[config.mk]
export PLATFORM = sky130hd
export DESIGN_NAME = lcd_pattern_gen
export DESIGN_NICKNAME = d
export VERILOG_FILES = /design/src/rtl/lcd_pattern_gen.sv
export SDC_FILE = /design/constraint.sdc
export NUM_CORES = 1
export LEC_CHECK = 0
export BUFFER_PORTS_ARGS = -buffer_cell sky130_fd_sc_hd__buf_2
export CAP_MARGIN = 25
export CORE_MARGIN = 1
export CORE_UTILIZATION = 40
export DETAILED_ROUTE_END_ITERATION = 10
export PLACE_DENSITY = 0.68
export SYNTH_ARGS = -nofsm -noshare
export SYNTH_HDL_FRONTEND = slang
export SYNTH_SLANG_ARGS = --single-unit
[constraint.sdc]
create_clock -name clk -period 7.1 [get_ports clk]
set_clock_uncertainty 0.1 [all_clocks]
set_input_delay 1.42 -clock clk [delete_from_list [all_inputs] [get_ports clk]]
set_output_delay 1.42 -clock clk [all_outputs]
set_load 0.05 [all_outputs]
[src/rtl/lcd_pattern_gen.sv]
// LCD test-pattern source: scans an H_ACTIVE x V_ACTIVE raster and streams one RGB
// pixel per valid/ready transfer (checker, colour bars, gradient, solid).
module lcd_pattern_gen #(
    parameter int unsigned H_ACTIVE = 480,
    parameter int unsigned V_ACTIVE = 272,
    parameter int unsigned TILE     = 24,
    parameter int unsigned CW       = 8
) (
    input  logic            clk,
    input  logic            rst,
    input  logic            en,
    input  logic [1:0]      mode,
    input  logic [3*CW-1:0] fg_rgb,
    input  logic [3*CW-1:0] bg_rgb,
    input  logic            ready,
    output logic            valid,
    output logic [9:0]      x,
    output logic [9:0]      y,
    output logic [CW-1:0]   r,
    output logic [CW-1:0]   g,
    output logic [CW-1:0]   b,
    output logic            sof,
    output logic            eol,
    output logic            eof,
    output logic [15:0]     frame_cnt
);

    localparam int unsigned XW     = 10;
    localparam int unsigned PW     = 3 * CW;
    localparam int unsigned BW_RAW = H_ACTIVE / 8;
    localparam int unsigned BW     = (BW_RAW == 0) ? 1 : BW_RAW;

    localparam logic [XW-1:0] X_LAST = XW'(H_ACTIVE - 1);
    localparam logic [XW-1:0] Y_LAST = XW'(V_ACTIVE - 1);
    localparam logic [XW-1:0] T_LAST = XW'(TILE - 1);
    localparam logic [XW-1:0] B_LAST = XW'(BW - 1);

    typedef enum logic {IDLE, RUN} state_t;

    state_t          state, state_n;
    logic [1:0]      mode_q, mode_n;
    logic [PW-1:0]   fg_q, fg_n, bg_q, bg_n;
    logic [XW-1:0]   x_n, y_n;
    logic [XW-1:0]   tx_cnt, tx_cnt_n, ty_cnt, ty_cnt_n, bx_cnt, bx_cnt_n;
    logic            tx_par, tx_par_n, ty_par, ty_par_n;
    logic [2:0]      bar_idx, bar_idx_n;
    logic            valid_n, sof_n, eol_n, eof_n;
    logic [15:0]     frame_cnt_n;
    logic [PW-1:0]   pix_q, pix_n;
    logic            start, stop, adv;
    logic [2:0]      code;
    logic [CW-1:0]   grad_b;

    assign {r, g, b} = pix_q;

    // Next-state, next-pixel position/counters and the colour of that next pixel.
    always_comb begin
        state_n     = state;
        mode_n      = mode_q;
        fg_n        = fg_q;
        bg_n        = bg_q;
        x_n         = x;
        y_n         = y;
        tx_cnt_n    = tx_cnt;
        ty_cnt_n    = ty_cnt;
        bx_cnt_n    = bx_cnt;
        tx_par_n    = tx_par;
        ty_par_n    = ty_par;
        bar_idx_n   = bar_idx;
        valid_n     = valid;
        frame_cnt_n = frame_cnt;
        start       = 1'b0;
        stop        = 1'b0;
        adv         = 1'b0;
        pix_n       = '0;
        code        = 3'd0;
        grad_b      = '0;

        case (state)
            IDLE: begin
                if (en) begin
                    state_n = RUN;
                    start   = 1'b1;
                end
            end
            RUN: begin
                if (valid && ready) begin
                    if (eof) begin
                        frame_cnt_n = frame_cnt + 16'd1;
                        if (en) begin
                            start = 1'b1;
                        end else begin
                            state_n = IDLE;
                            stop    = 1'b1;
                        end
                    end else begin
                        adv = 1'b1;
                    end
                end
            end
            default: state_n = IDLE;
        endcase

        if (start || stop) begin
            x_n       = '0;
            y_n       = '0;
            tx_cnt_n  = '0;
            ty_cnt_n  = '0;
            bx_cnt_n  = '0;
            tx_par_n  = 1'b0;
            ty_par_n  = 1'b0;
            bar_idx_n = 3'd0;
            valid_n   = start;
        end
        if (start) begin
            mode_n = mode;
            fg_n   = fg_rgb;
            bg_n   = bg_rgb;
        end

        // Mid-frame advance; the y wrap is covered by the eof branch above.
        if (adv) begin
            if (x == X_LAST) begin
                x_n       = '0;
                y_n       = y + 10'd1;
                tx_cnt_n  = '0;
                tx_par_n  = 1'b0;
                bx_cnt_n  = '0;
                bar_idx_n = 3'd0;
                if (ty_cnt == T_LAST) begin
                    ty_cnt_n = '0;
                    ty_par_n = ~ty_par;
                end else begin
                    ty_cnt_n = ty_cnt + 10'd1;
                end
            end else begin
                x_n = x + 10'd1;
                if (tx_cnt == T_LAST) begin
                    tx_cnt_n = '0;
                    tx_par_n = ~tx_par;
                end else begin
                    tx_cnt_n = tx_cnt + 10'd1;
                end
                if (bx_cnt == B_LAST) begin
                    bx_cnt_n = '0;
                    if (bar_idx != 3'd7) begin
                        bar_idx_n = bar_idx + 3'd1;
                    end
                end else begin
                    bx_cnt_n = bx_cnt + 10'd1;
                end
            end
        end

        code   = 3'd7 - bar_idx_n;
        grad_b = CW'(x_n + y_n);
        if (valid_n) begin
            case (mode_n)
                2'd0:    pix_n = (tx_par_n ^ ty_par_n) ? bg_n : fg_n;
                2'd1:    pix_n = {{CW{code[2]}}, {CW{code[1]}}, {CW{code[0]}}};
                2'd2:    pix_n = {x_n[CW-1:0], y_n[CW-1:0], grad_b};
                default: pix_n = fg_n;
            endcase
        end

        sof_n = valid_n && (x_n == '0) && (y_n == '0);
        eol_n = valid_n && (x_n == X_LAST);
        eof_n = eol_n && (y_n == Y_LAST);
    end

    // State and all output registers.
    always_ff @(posedge clk or posedge rst) begin
        if (rst) begin
            state     <= IDLE;
            mode_q    <= 2'd0;
            fg_q      <= '0;
            bg_q      <= '0;
            x         <= '0;
            y         <= '0;
            tx_cnt    <= '0;
            ty_cnt    <= '0;
            bx_cnt    <= '0;
            tx_par    <= 1'b0;
            ty_par    <= 1'b0;
            bar_idx   <= 3'd0;
            valid     <= 1'b0;
            sof       <= 1'b0;
            eol       <= 1'b0;
            eof       <= 1'b0;
            frame_cnt <= 16'd0;
            pix_q     <= '0;
        end else begin
            state     <= state_n;
            mode_q    <= mode_n;
            fg_q      <= fg_n;
            bg_q      <= bg_n;
            x         <= x_n;
            y         <= y_n;
            tx_cnt    <= tx_cnt_n;
            ty_cnt    <= ty_cnt_n;
            bx_cnt    <= bx_cnt_n;
            tx_par    <= tx_par_n;
            ty_par    <= ty_par_n;
            bar_idx   <= bar_idx_n;
            valid     <= valid_n;
            sof       <= sof_n;
            eol       <= eol_n;
            eof       <= eof_n;
            frame_cnt <= frame_cnt_n;
            pix_q     <= pix_n;
        end
    end

endmodule

==> Yosys cells after proc, flatten, opt, wreduce, memory -nomap -nowiden <==
Index checks and enable logic that the tools add are counted.
{ "op_classes": {"n_addsub": 9, "eq_ne": 9, "mux": 51, "bitwise": 4, "n_reduce_logical": 11} }
{ "ops": {"columns": ["operator", "n"], "rows": [
  ["10-bit 2-to-1 mux", 17],
  ["24-bit 2-to-1 mux", 4],
  ["24-bit case mux with 3 select lines", 1],
  ["10-bit by 1-bit adder with 10-bit output (second input constant)", 5],
  ["10-bit by 9-bit == test with 1-bit output (second input constant)", 3],
  ["1-bit 2-to-1 mux", 21],
  ["10-bit by 5-bit == test with 1-bit output (second input constant)", 2],
  ["10-bit zero test", 2],
  ["16-bit by 1-bit adder with 16-bit output (second input constant)", 1],
  ["3-bit 2-to-1 mux", 5],
  ["10-bit by 6-bit == test with 1-bit output (second input constant)", 1],
  ["8-bit adder", 1],
  ["1-bit logical AND", 5],
  ["1-bit case mux with 2 select lines", 2],
  ["3-bit by 1-bit adder with 3-bit output (second input constant)", 1],
  ["3-bit != test (second input constant)", 1],
  ["1-bit inverter", 3],
  ["3-bit AND reduction", 1],
  ["3-bit subtractor (first input constant)", 1],
  ["2-bit by 1-bit == test with 1-bit output (second input constant)", 1],
  ["2-bit == test (second input constant)", 1],
  ["2-bit zero test", 1],
  ["2-bit 2-to-1 mux", 1],
  ["2-bit nonzero test", 1],
  ["2 further kinds", 2]
]} }
{ "totals": {"ff_bits": 150, "inputBits": 54, "out_inout_bits": 64, "elab_cells": 102} }

==> Longest topological paths before layout <==
Gate-level depths: netlist of run 1.
{ "logic_depth": {"word_depth": 13, "depth_mapped": 17, "mapped_depth_nobuf": 15} }

==> Worst setup path before layout of run 1 <==
No wires, ideal clock.
{ "synth_timing": {"path_kind": "input to register", "start": "input ready", "end": "register pix_q[6]", "t_arrival_ns": 4.375, "required_time_ns": 6.875, "slack_ns": 2.500, "stages": 15, "n_path_buf": 2, "path_cell_list": "nand4b_2 or4_1 buf_2 clkbuf_1 o21ai_0 ha_1 inv_1 fa_1 nor2b_1 o21ai_0 a21boi_0 o21ai_0 nand2b_1 xnor2_1 a2111oi_0"} }
{ "synth_lines": {"columns": ["item", "line", "text"], "rows": [
  ["start: declaration", "15", "input logic ready,"],
  ["1-bit logical AND (*)", "87", "if (valid && ready) begin"],
  ["1-bit 2-to-1 mux", "87", null],
  ["1-bit case mux with 2 select lines / 1-bit 2-to-1 mux (equally long branches)", "79", "case (state)"],
  ["1-bit logical OR", "104", "if (start || stop) begin"],
  ["10-bit 2-to-1 mux", "104", null],
  ["10-bit 2-to-1 mux", "123", "if (x == X_LAST) begin"],
  ["10-bit 2-to-1 mux (*)", "122", "if (adv) begin"],
  ["via y_n[0]", "43", "logic [XW-1:0] x_n, y_n;"],
  ["8-bit adder (*)", "156", "grad_b = CW'(x_n + y_n);"],
  ["24-bit case mux with 3 select lines (*)", "158", "case (mode_n)"],
  ["24-bit 2-to-1 mux (*)", "157", "if (valid_n) begin"],
  ["via pix_n[6]", "49", "logic [PW-1:0] pix_q, pix_n;"],
  ["end signal: assignment", "210", "pix_q <= pix_n;"],
  ["end: declaration", "49", null]
]} }
Mark *: on every way through the listed nets, which the timed path passes. The rest lies on a longest branch.
A chain may end at the register's enable or synchronous reset.

==> Final worst setup path of run 1 <==
Ends and elaborated chain as after synthesis.

==> results of run 1 <==
[area by class of cell]
type                            count  area, µm²  share of cell area [%]
Clock buffer                       23        498                    5.54
Clock inverter                      8        120                    1.34
Inverter                           27        106                    1.18
Multi-Input combinational cell    519       3560                    39.6
Sequential cell                   150       3750                    41.7
Tap cell                          229        287                    3.19
Timing Repair Buffer              128        668                    7.43
[path summary, 6_finish.rpt]
path                          startpoint            end  slack, ns  cells after the start
setup / recovery                   ready       pix_q[6]       2.39                     14
hold / removal             frame_cnt[15]  frame_cnt[15]       0.38                      1
setup reg to reg                    x[0]       pix_q[6]       2.76                     14
hold reg to reg            frame_cnt[15]  frame_cnt[15]       0.38                      1
max in group asynchronous            rst      pix_q[20]       4.53                      3
min in group asynchronous            rst  frame_cnt[15]       1.02                      2
[metrics by stage]
stage               setup slack, ns  hold slack, ns
global route                   2.16           0.411
finish                         2.39           0.381
detailed placement             2.01           0.386
global placement               2.12           0.354
floorplan                      1.54           0.361
CTS                            2.43           0.394
[power by group through the flow]
stage / sequential [mW] / combinational, mW / clock, mW
floorplan: 1.14 / 0.215 / 0
global placement: 1.01 / 0.493 / 0
global route: 1.01 / 0.535 / 0.998
CTS: 0.998 / 0.500 / 0.957
finish: 0.999 / 0.499 / 0.941
detailed placement: 1.01 / 0.498 / 0
[layer usage]
| layer | vias to the layer above | global-route usage, % | routed length [µm] |
|---|---|---|---|
| met2 | 193 | 31.8 | 9080 |
| met5 | - | 0 | 0 |
| li1 | 2911 | - | - |
| met1 | 2987 | 29.4 | 9180 |
| met3 | 18 | 4.83 | 1030 |
| met4 | 0 | 4.27 | 163 |
[flip-flops by register name, indices dropped and copies added, names as in the netlist, 16 cells and up]
register	flops
pix_q	24
bg_q	24
frame_cnt	16
fg_q	24
[synth_stat cells (6+ instances only)]
| cell | number | area [µm²] |
|---|---|---|
| nor4_1 | 6 | 37.5 |
| nand3_1 | 32 | 160 |
| a21oi_1 | 32 | 160 |
| or3_1 | 6 | 37.5 |
| inv_1 | 27 | 101 |
| a211oi_1 | 11 | 82.6 |
| nand4_1 | 14 | 87.6 |
| a31oi_1 | 9 | 56.3 |
| and3_1 | 17 | 106 |
| dfrtp_1 | 150 | 3750 |
| ha_1 | 15 | 188 |
| nor3_1 | 17 | 85.1 |
| nor2_1 | 38 | 143 |
| clkbuf_1 | 22 | 82.6 |
| o211ai_1 | 8 | 60.1 |
| xnor2_1 | 17 | 149 |
| nand2_1 | 63 | 236 |
| mux2i_1 | 32 | 320 |
| o21ai_0 | 64 | 320 |
| mux2_2 | 41 | 462 |
| xor2_1 | 10 | 87.6 |
[logic make-up after synthesis]
family	count (synthesis)	share of synthesized area, %
adders and majority gates	16	2.76
muxes	74	10.6
xor gates and xnor gates	27	3.14
AOI/OAI and AO/OA	176	15.2
and+or+nand+nor	226	15.5
DFF	150	49.9
buffers and inverters	54	2.91
==> impl_metrics.prom, run 1 <==
# TYPE chip_impl_metric gauge
chip_impl_info{name="critical_path.top_delay_family",value="compound AO/OA/AOI/OAI gates"} 1
chip_impl_metric{name="period_needed",unit="ns"} 4.71
chip_impl_metric{name="dpl_cell_area",unit="µm²"} 8380
chip_impl_info{name="cp-start-kind",value="input port"} 1
chip_impl_metric{name="drv_slew",unit=""} 0
chip_impl_metric{name="number_of_antenna_violations_at_the_first_check_in_global_routing",unit=""} 0
chip_impl_metric{name="worst-slew-pin-transition",unit="ns"} 0.918
chip_impl_metric{name="crit_arrival",unit="ns"} 4.90
chip_impl_metric{name="clock_sink_count",unit=""} 150
chip_impl_info{name="worst_path_max_delay_cell",value="or4_1"} 1
chip_impl_metric{name="seq_area_frac_synth",unit="%"} 49.9
chip_impl_metric{name="fmaxAchievable",unit="MHz"} 212
chip_impl_metric{name="vias",unit=""} 6109
chip_impl_metric{name="design.portCount",unit=""} 118
chip_impl_metric{name="dp_hpwl",unit="mm"} 13.7
chip_impl_metric{name="layout_worst_path_cycle_share",unit="%"} 66.3
chip_impl_metric{name="htree_num_levels",unit=""} 4
chip_impl_metric{name="chipWidth",unit="µm"} 139
chip_impl_metric{name="max-clock-path-buffers",unit=""} 2
chip_impl_metric{name="fraction_of_power_spent_switching_nets",unit="%"} 30.8
chip_impl_metric{name="first_pass_iters",unit=""} 8
chip_impl_metric{name="postLayoutCoreUtil",unit="%"} 49.4
chip_impl_metric{name="filler_cell_count",unit=""} 1626
chip_impl_metric{name="grt_start_max_net_pins",unit=""} 85
chip_impl_metric{name="core_region_area",unit="µm²"} 18200
chip_impl_metric{name="share_comb_of_total_power",unit="%"} 20.4
chip_impl_info{name="cts_tree",value="yes"} 1
chip_impl_metric{name="post-cts-setup-buffers",unit=""} 0
chip_impl_metric{name="first_global_vias",unit=""} 5716
chip_impl_metric{name="timing.max_cap.violations",unit=""} 0
chip_impl_metric{name="power.share.sequential",unit="%"} 41.0
chip_impl_info{name="criticalPathCategory",value="in -> reg"} 1
chip_impl_info{name="rsz0062_at_grt",value="no"} 1
chip_impl_metric{name="slew_headroom",unit="%"} 38.7
chip_impl_metric{name="total_power",unit="mW"} 2.44
chip_impl_metric{name="cts_made_buffers",unit=""} 17
chip_impl_metric{name="count_of_flip_flops_with_a_built_in_enable_after_synthesis",unit=""} 0
chip_impl_metric{name="number_of_buffers_inserted_by_port_buffering",unit=""} 117
chip_impl_metric{name="cts_repair_resize_count",unit=""} 0
chip_impl_metric{name="grt.total_usage",unit="%"} 20.6
chip_impl_metric{name="clk_pin_slew_worst_paths",unit="ns"} 0.06
chip_impl_metric{name="timing.critical_path.fanout_max",unit=""} 15
chip_impl_metric{name="drt_wl_total",unit="mm"} 19.5
chip_impl_metric{name="initial_core_util",unit="%"} 41.3
chip_impl_metric{name="net-switching-power",unit="mW"} 0.751
chip_impl_metric{name="ir_drop",unit="mV"} 0.180
chip_impl_metric{name="gp_congestion",unit=""} 0.880
chip_impl_metric{name="cp.buffers_inverters",unit=""} 2
chip_impl_metric{name="cp.required",unit="ns"} 7.29
chip_impl_metric{name="p_clk_share",unit="%"} 38.6
chip_impl_metric{name="grt_overflow_total",unit=""} 0
chip_impl_info{name="layout_common_cells",value="150 x dfrtp_1, 117 x buf_2, 64 x o21ai_0, 63 x nand2_1, 41 x mux2_2"} 1
chip_impl_metric{name="tns",unit="ns"} 0
chip_impl_metric{name="postSynthCellCount",unit=""} 723
chip_impl_metric{name="layout_cell_share_with_drive_strength_beyond_1",unit="%"} 24.9
chip_impl_metric{name="placed_cells",unit=""} 1053
chip_impl_metric{name="antenna_violating_nets_post_route",unit=""} 0
chip_impl_metric{name="layout_overhead_on_the_synthesized_area",unit="%"} 19.6
chip_impl_metric{name="route.detailed.wl_per_inst",unit="µm"} 17.9
chip_impl_metric{name="power.leakage",unit="nW"} 4.21
chip_impl_metric{name="synth_async_sr_flop_share",unit="%"} 100
chip_impl_metric{name="holdBufCountCts",unit=""} 0
chip_impl_metric{name="slowest_stage_delay_cp",unit="ns"} 0.83
chip_impl_metric{name="drc",unit=""} 6
chip_impl_metric{name="synthesis.nets",unit=""} 793
chip_impl_metric{name="fp-row-count",unit=""} 49
chip_impl_metric{name="yosysUniqueCellTypes",unit=""} 74
chip_impl_metric{name="worst_skew_pair.late_latency",unit="ns"} 0.42
chip_impl_metric{name="n_antenna_cell",unit=""} 0
chip_impl_metric{name="synth-warning-count",unit=""} 0
chip_impl_metric{name="nets",unit=""} 913
chip_impl_info{name="worst_hold_path_type",value="reg -> reg"} 1
chip_impl_metric{name="power_density",unit="nW/µm²"} 271
chip_impl_info{name="layout_commonest_cell",value="dfrtp_1"} 1
chip_impl_info{name="cp_cell_sequence",value="buf_2 -> nand4b_2 -> or4_1 -> o21ai_0 -> ha_1 -> inv_1 -> fa_1 -> nor2b_1 -> o21ai_0 -> a21boi_0 -> o21ai_0 -> nand2b_1 -> xnor2_1 -> a2111oi_0"} 1
chip_impl_info{name="failed_checks",value="design-rule violations"} 1
chip_impl_metric{name="ys_seq_elements",unit=""} 150
chip_impl_metric{name="post_drt_via_cell_ratio",unit=""} 5.64
chip_impl_metric{name="die-area",unit="µm²"} 19400
chip_impl_metric{name="setup_violations",unit=""} 0
chip_impl_metric{name="postSynthAreaPerCell",unit="µm²"} 10.4
chip_impl_metric{name="fin_area",unit="µm²"} 8990
chip_impl_metric{name="final-hold-violation-count",unit=""} 0
chip_impl_info{name="path_common_cell",value="o21ai_0"} 1
chip_impl_metric{name="internal_power",unit="mW"} 1.69
chip_impl_metric{name="mappedNetlistArea",unit="µm²"} 7520
chip_impl_metric{name="layout.cells.non_filler",unit=""} 1084
chip_impl_info{name="endpoint_kind",value="flip-flop"} 1
chip_impl_metric{name="detail_route.iter0.violations",unit=""} 475
chip_impl_info{name="outcome",value="finished, violations left"} 1
chip_impl_metric{name="first_pass_grt_wire_length",unit="mm"} 31.2
chip_impl_info{name="synth_flop_cell",value="dfrtp_1"} 1
chip_impl_metric{name="chipHeight",unit="µm"} 139
chip_impl_info{name="clock-root-buffer",value="clkbuf_16"} 1
Power figures use the tool's default switching activity.
==> run 2: changes to the inputs <==
Settings changed: PLACE_DENSITY 0.68 to 0.7.
Clock period 7.1 ns to 3.8 ns, I/O delays scaled along.
==> run 2 against run 1 <==
- the flow still finishes with violations (design-rule violations)
- sequential share of layout area fell by 1.3 points
- flip-flop and latch count did not move
- design area grew 3.5%
- register-to-register slack worse by 2.4 ns
- via count up 3.5%
- worst setup slack got worse by 2.0 ns
==> impl_metrics.prom, run 2 (same netlist as run 1, synthesis figures left out) <==
# TYPE chip_impl_metric gauge
chip_impl_metric{name="grt_start_max_net_pins",unit=""} 151
chip_impl_metric{name="design.portCount",unit=""} 118
chip_impl_info{name="min_from",value="frame_cnt[15]"} 1
chip_impl_metric{name="dp_hpwl",unit="mm"} 14.4
chip_impl_metric{name="layout_cell_share_with_drive_strength_beyond_1",unit="%"} 29.3
chip_impl_metric{name="worst-slew-pin-transition",unit="ns"} 0.798
chip_impl_metric{name="layout_worst_path_cycle_share",unit="%"} 90.9
chip_impl_metric{name="number_of_antenna_violations_at_the_first_check_in_global_routing",unit=""} 0
chip_impl_metric{name="timing.max_cap.violations",unit=""} 0
chip_impl_metric{name="clk_pin_slew_worst_paths",unit="ns"} 0.06
chip_impl_metric{name="antenna_violating_nets_post_route",unit=""} 0
chip_impl_metric{name="met2_wirelength",unit="mm"} 9.35
chip_impl_metric{name="layout_overhead_on_the_synthesized_area",unit="%"} 23.7
chip_impl_metric{name="fin_area",unit="µm²"} 9310
chip_impl_info{name="layout_commonest_cell",value="dfrtp_1"} 1
chip_impl_metric{name="detailed_routed_wire_length_on_met3",unit="mm"} 1.26
chip_impl_metric{name="core_region_area",unit="µm²"} 18200
chip_impl_info{name="top_metal_used",value="met4"} 1
chip_impl_metric{name="fp-row-count",unit=""} 49
chip_impl_metric{name="detail_route.iter0.violations",unit=""} 488
chip_impl_metric{name="chipHeight",unit="µm"} 139
chip_impl_info{name="outcome",value="finished, violations left"} 1
chip_impl_metric{name="ir_drop",unit="mV"} 0.318
chip_impl_metric{name="initial_core_util",unit="%"} 41.3
chip_impl_metric{name="drt_wl_total",unit="mm"} 20.0
chip_impl_metric{name="clock_sink_count",unit=""} 150
chip_impl_metric{name="nets",unit=""} 952
chip_impl_metric{name="dpl_cell_area",unit="µm²"} 8730
chip_impl_info{name="layout_common_cells",value="144 x dfrtp_1, 117 x buf_2, 63 x o21ai_0, 63 x nand2_1, 47 x buf_4"} 1
chip_impl_metric{name="grt.total_usage",unit="%"} 21.4
chip_impl_metric{name="grt_overflow_total",unit=""} 0
chip_impl_metric{name="crit_arrival",unit="ns"} 3.65
chip_impl_metric{name="worst_skew_pair.late_latency",unit="ns"} 0.43
chip_impl_metric{name="vias",unit=""} 6324
chip_impl_metric{name="drv_slew",unit=""} 0
chip_impl_metric{name="first_global_vias",unit=""} 6064
chip_impl_metric{name="cts_made_buffers",unit=""} 17
chip_impl_metric{name="drc",unit=""} 8
chip_impl_metric{name="power_density",unit="nW/µm²"} 482
chip_impl_info{name="endpoint_kind",value="flip-flop"} 1
chip_impl_metric{name="max-clock-path-buffers",unit=""} 2
chip_impl_info{name="cp-start-kind",value="flip-flop"} 1
chip_impl_metric{name="timing.critical_path.fanout_max",unit=""} 6
chip_impl_metric{name="gp_congestion",unit=""} 0.854
chip_impl_info{name="clock-root-buffer",value="clkbuf_16"} 1
chip_impl_metric{name="chipWidth",unit="µm"} 139
chip_impl_info{name="origin_of_the_critical_flop_to_flop_path",value="x[0]"} 1
chip_impl_metric{name="total_power",unit="mW"} 4.49
chip_impl_info{name="criticalPathCategory",value="reg -> reg"} 1
chip_impl_info{name="failed_checks",value="design-rule violations"} 1
chip_impl_metric{name="power.leakage",unit="nW"} 4.37
chip_impl_metric{name="n_antenna_cell",unit=""} 0
chip_impl_metric{name="htree_num_levels",unit=""} 4
chip_impl_info{name="cts_tree",value="yes"} 1
chip_impl_info{name="reg.largest.list",value="bg_q x24, fg_q x24, pix_q x24"} 1
chip_impl_info{name="worstSetupStartpoint",value="x[0]"} 1
chip_impl_metric{name="hold_slack",unit="ns"} 0.370
chip_impl_metric{name="route.detailed.wl_per_inst",unit="µm"} 17.8
chip_impl_info{name="worst_hold_path_type",value="reg -> reg"} 1
chip_impl_metric{name="period_needed",unit="ns"} 3.45
chip_impl_metric{name="number_of_buffers_inserted_by_port_buffering",unit=""} 117
chip_impl_metric{name="fmaxAchievable",unit="MHz"} 290
chip_impl_metric{name="slew_headroom",unit="%"} 46.8
chip_impl_metric{name="die-area",unit="µm²"} 19400
chip_impl_metric{name="setup_violations",unit=""} 0
chip_impl_metric{name="post_drt_via_cell_ratio",unit=""} 5.63
chip_impl_metric{name="first_pass_iters",unit=""} 8
chip_impl_metric{name="cp.required",unit="ns"} 4.00
chip_impl_metric{name="holdBufCountCts",unit=""} 0
chip_impl_metric{name="first_pass_grt_wire_length",unit="mm"} 32.3
chip_impl_info{name="rsz0062_at_grt",value="no"} 1
chip_impl_metric{name="final-hold-violation-count",unit=""} 0
chip_impl_metric{name="wl_met1",unit="mm"} 9.08
## run 2: changes by cell type in the layout (fill, tap and decap cells not counted), moves of 3 or more
cell and delta:
dfrtp_2 +6, buf_12 +3, dfrtp_1 -6, buf_4 +36, clkinvlp_4 +3
## run 2: worst max-delay path: stages (launching register included)
cell,delay [ns]
dfrtp_2,0.43
ha_4,0.18
nand4_2,0.12
or4_4,0.56
mux2i_1,0.15
a21o_1,0.20
ha_1,0.32
nor2b_1,0.14
o21ai_0,0.19
a21boi_0,0.15
o21ai_0,0.18
nand2b_1,0.09
xnor2_1,0.12
a2111oi_0,0.39
## run 2: path summary, 6_finish.rpt
path | cells past startpoint | endpoint | slack (ns)
worst max-delay path | 13 | pix_q[6] | 0.35
worst min-delay path | 1 | frame_cnt[15] | 0.37
worst max register to register | 13 | pix_q[6] | 0.35
worst min register to register | 1 | frame_cnt[15] | 0.37
max in group asynchronous | 3 | eof | 2.51
min in group asynchronous | 3 | pix_q[10] | 0.46
## run 2: per-layer routing
layer	track usage [%]	up-vias
met4	7.31	0
li1	-	2982
met2	33.4	228
met1	29.2	3085
met5	0	-
met3	5.18	29
## run 2: final cells by class
type,instances,area [µm²]
clock buffers,22,474
clock inverters,10,96.3
fillers,1627,8900
inverters,27,105
multi-input cells,519,3580
flip-flops and latches,150,3760
well taps,229,287
repair buffers,167,998
## run 2: report_power, final
part           switching (mW)  internal (mW)
Combinational           0.670          0.317
Sequential              0.104           1.77
Clock                   0.675          0.955
Total                    1.45           3.04
## run 2: repair_timing
action / 4_1_cts / 5_1_grt
buffers inserted: 0 / 0
endpoints found under the setup margin: 0 / 1
resized for setup: 0 / 1
## run 2: stage by stage
step	instances	setup TNS [ns]	utilization (%)	setup WS [ns]
6_report	1124	0	51.1	0.347
5_1_grt	1124	0	51.1	0.134
3_5_place_dp	1092	-0.137	48.0	-0.0752
4_1_cts	1124	0	51.1	0.305
3_3_place_gp	1092	0	48.0	0.0210
2_1_floorplan	723	0	-	0.0106
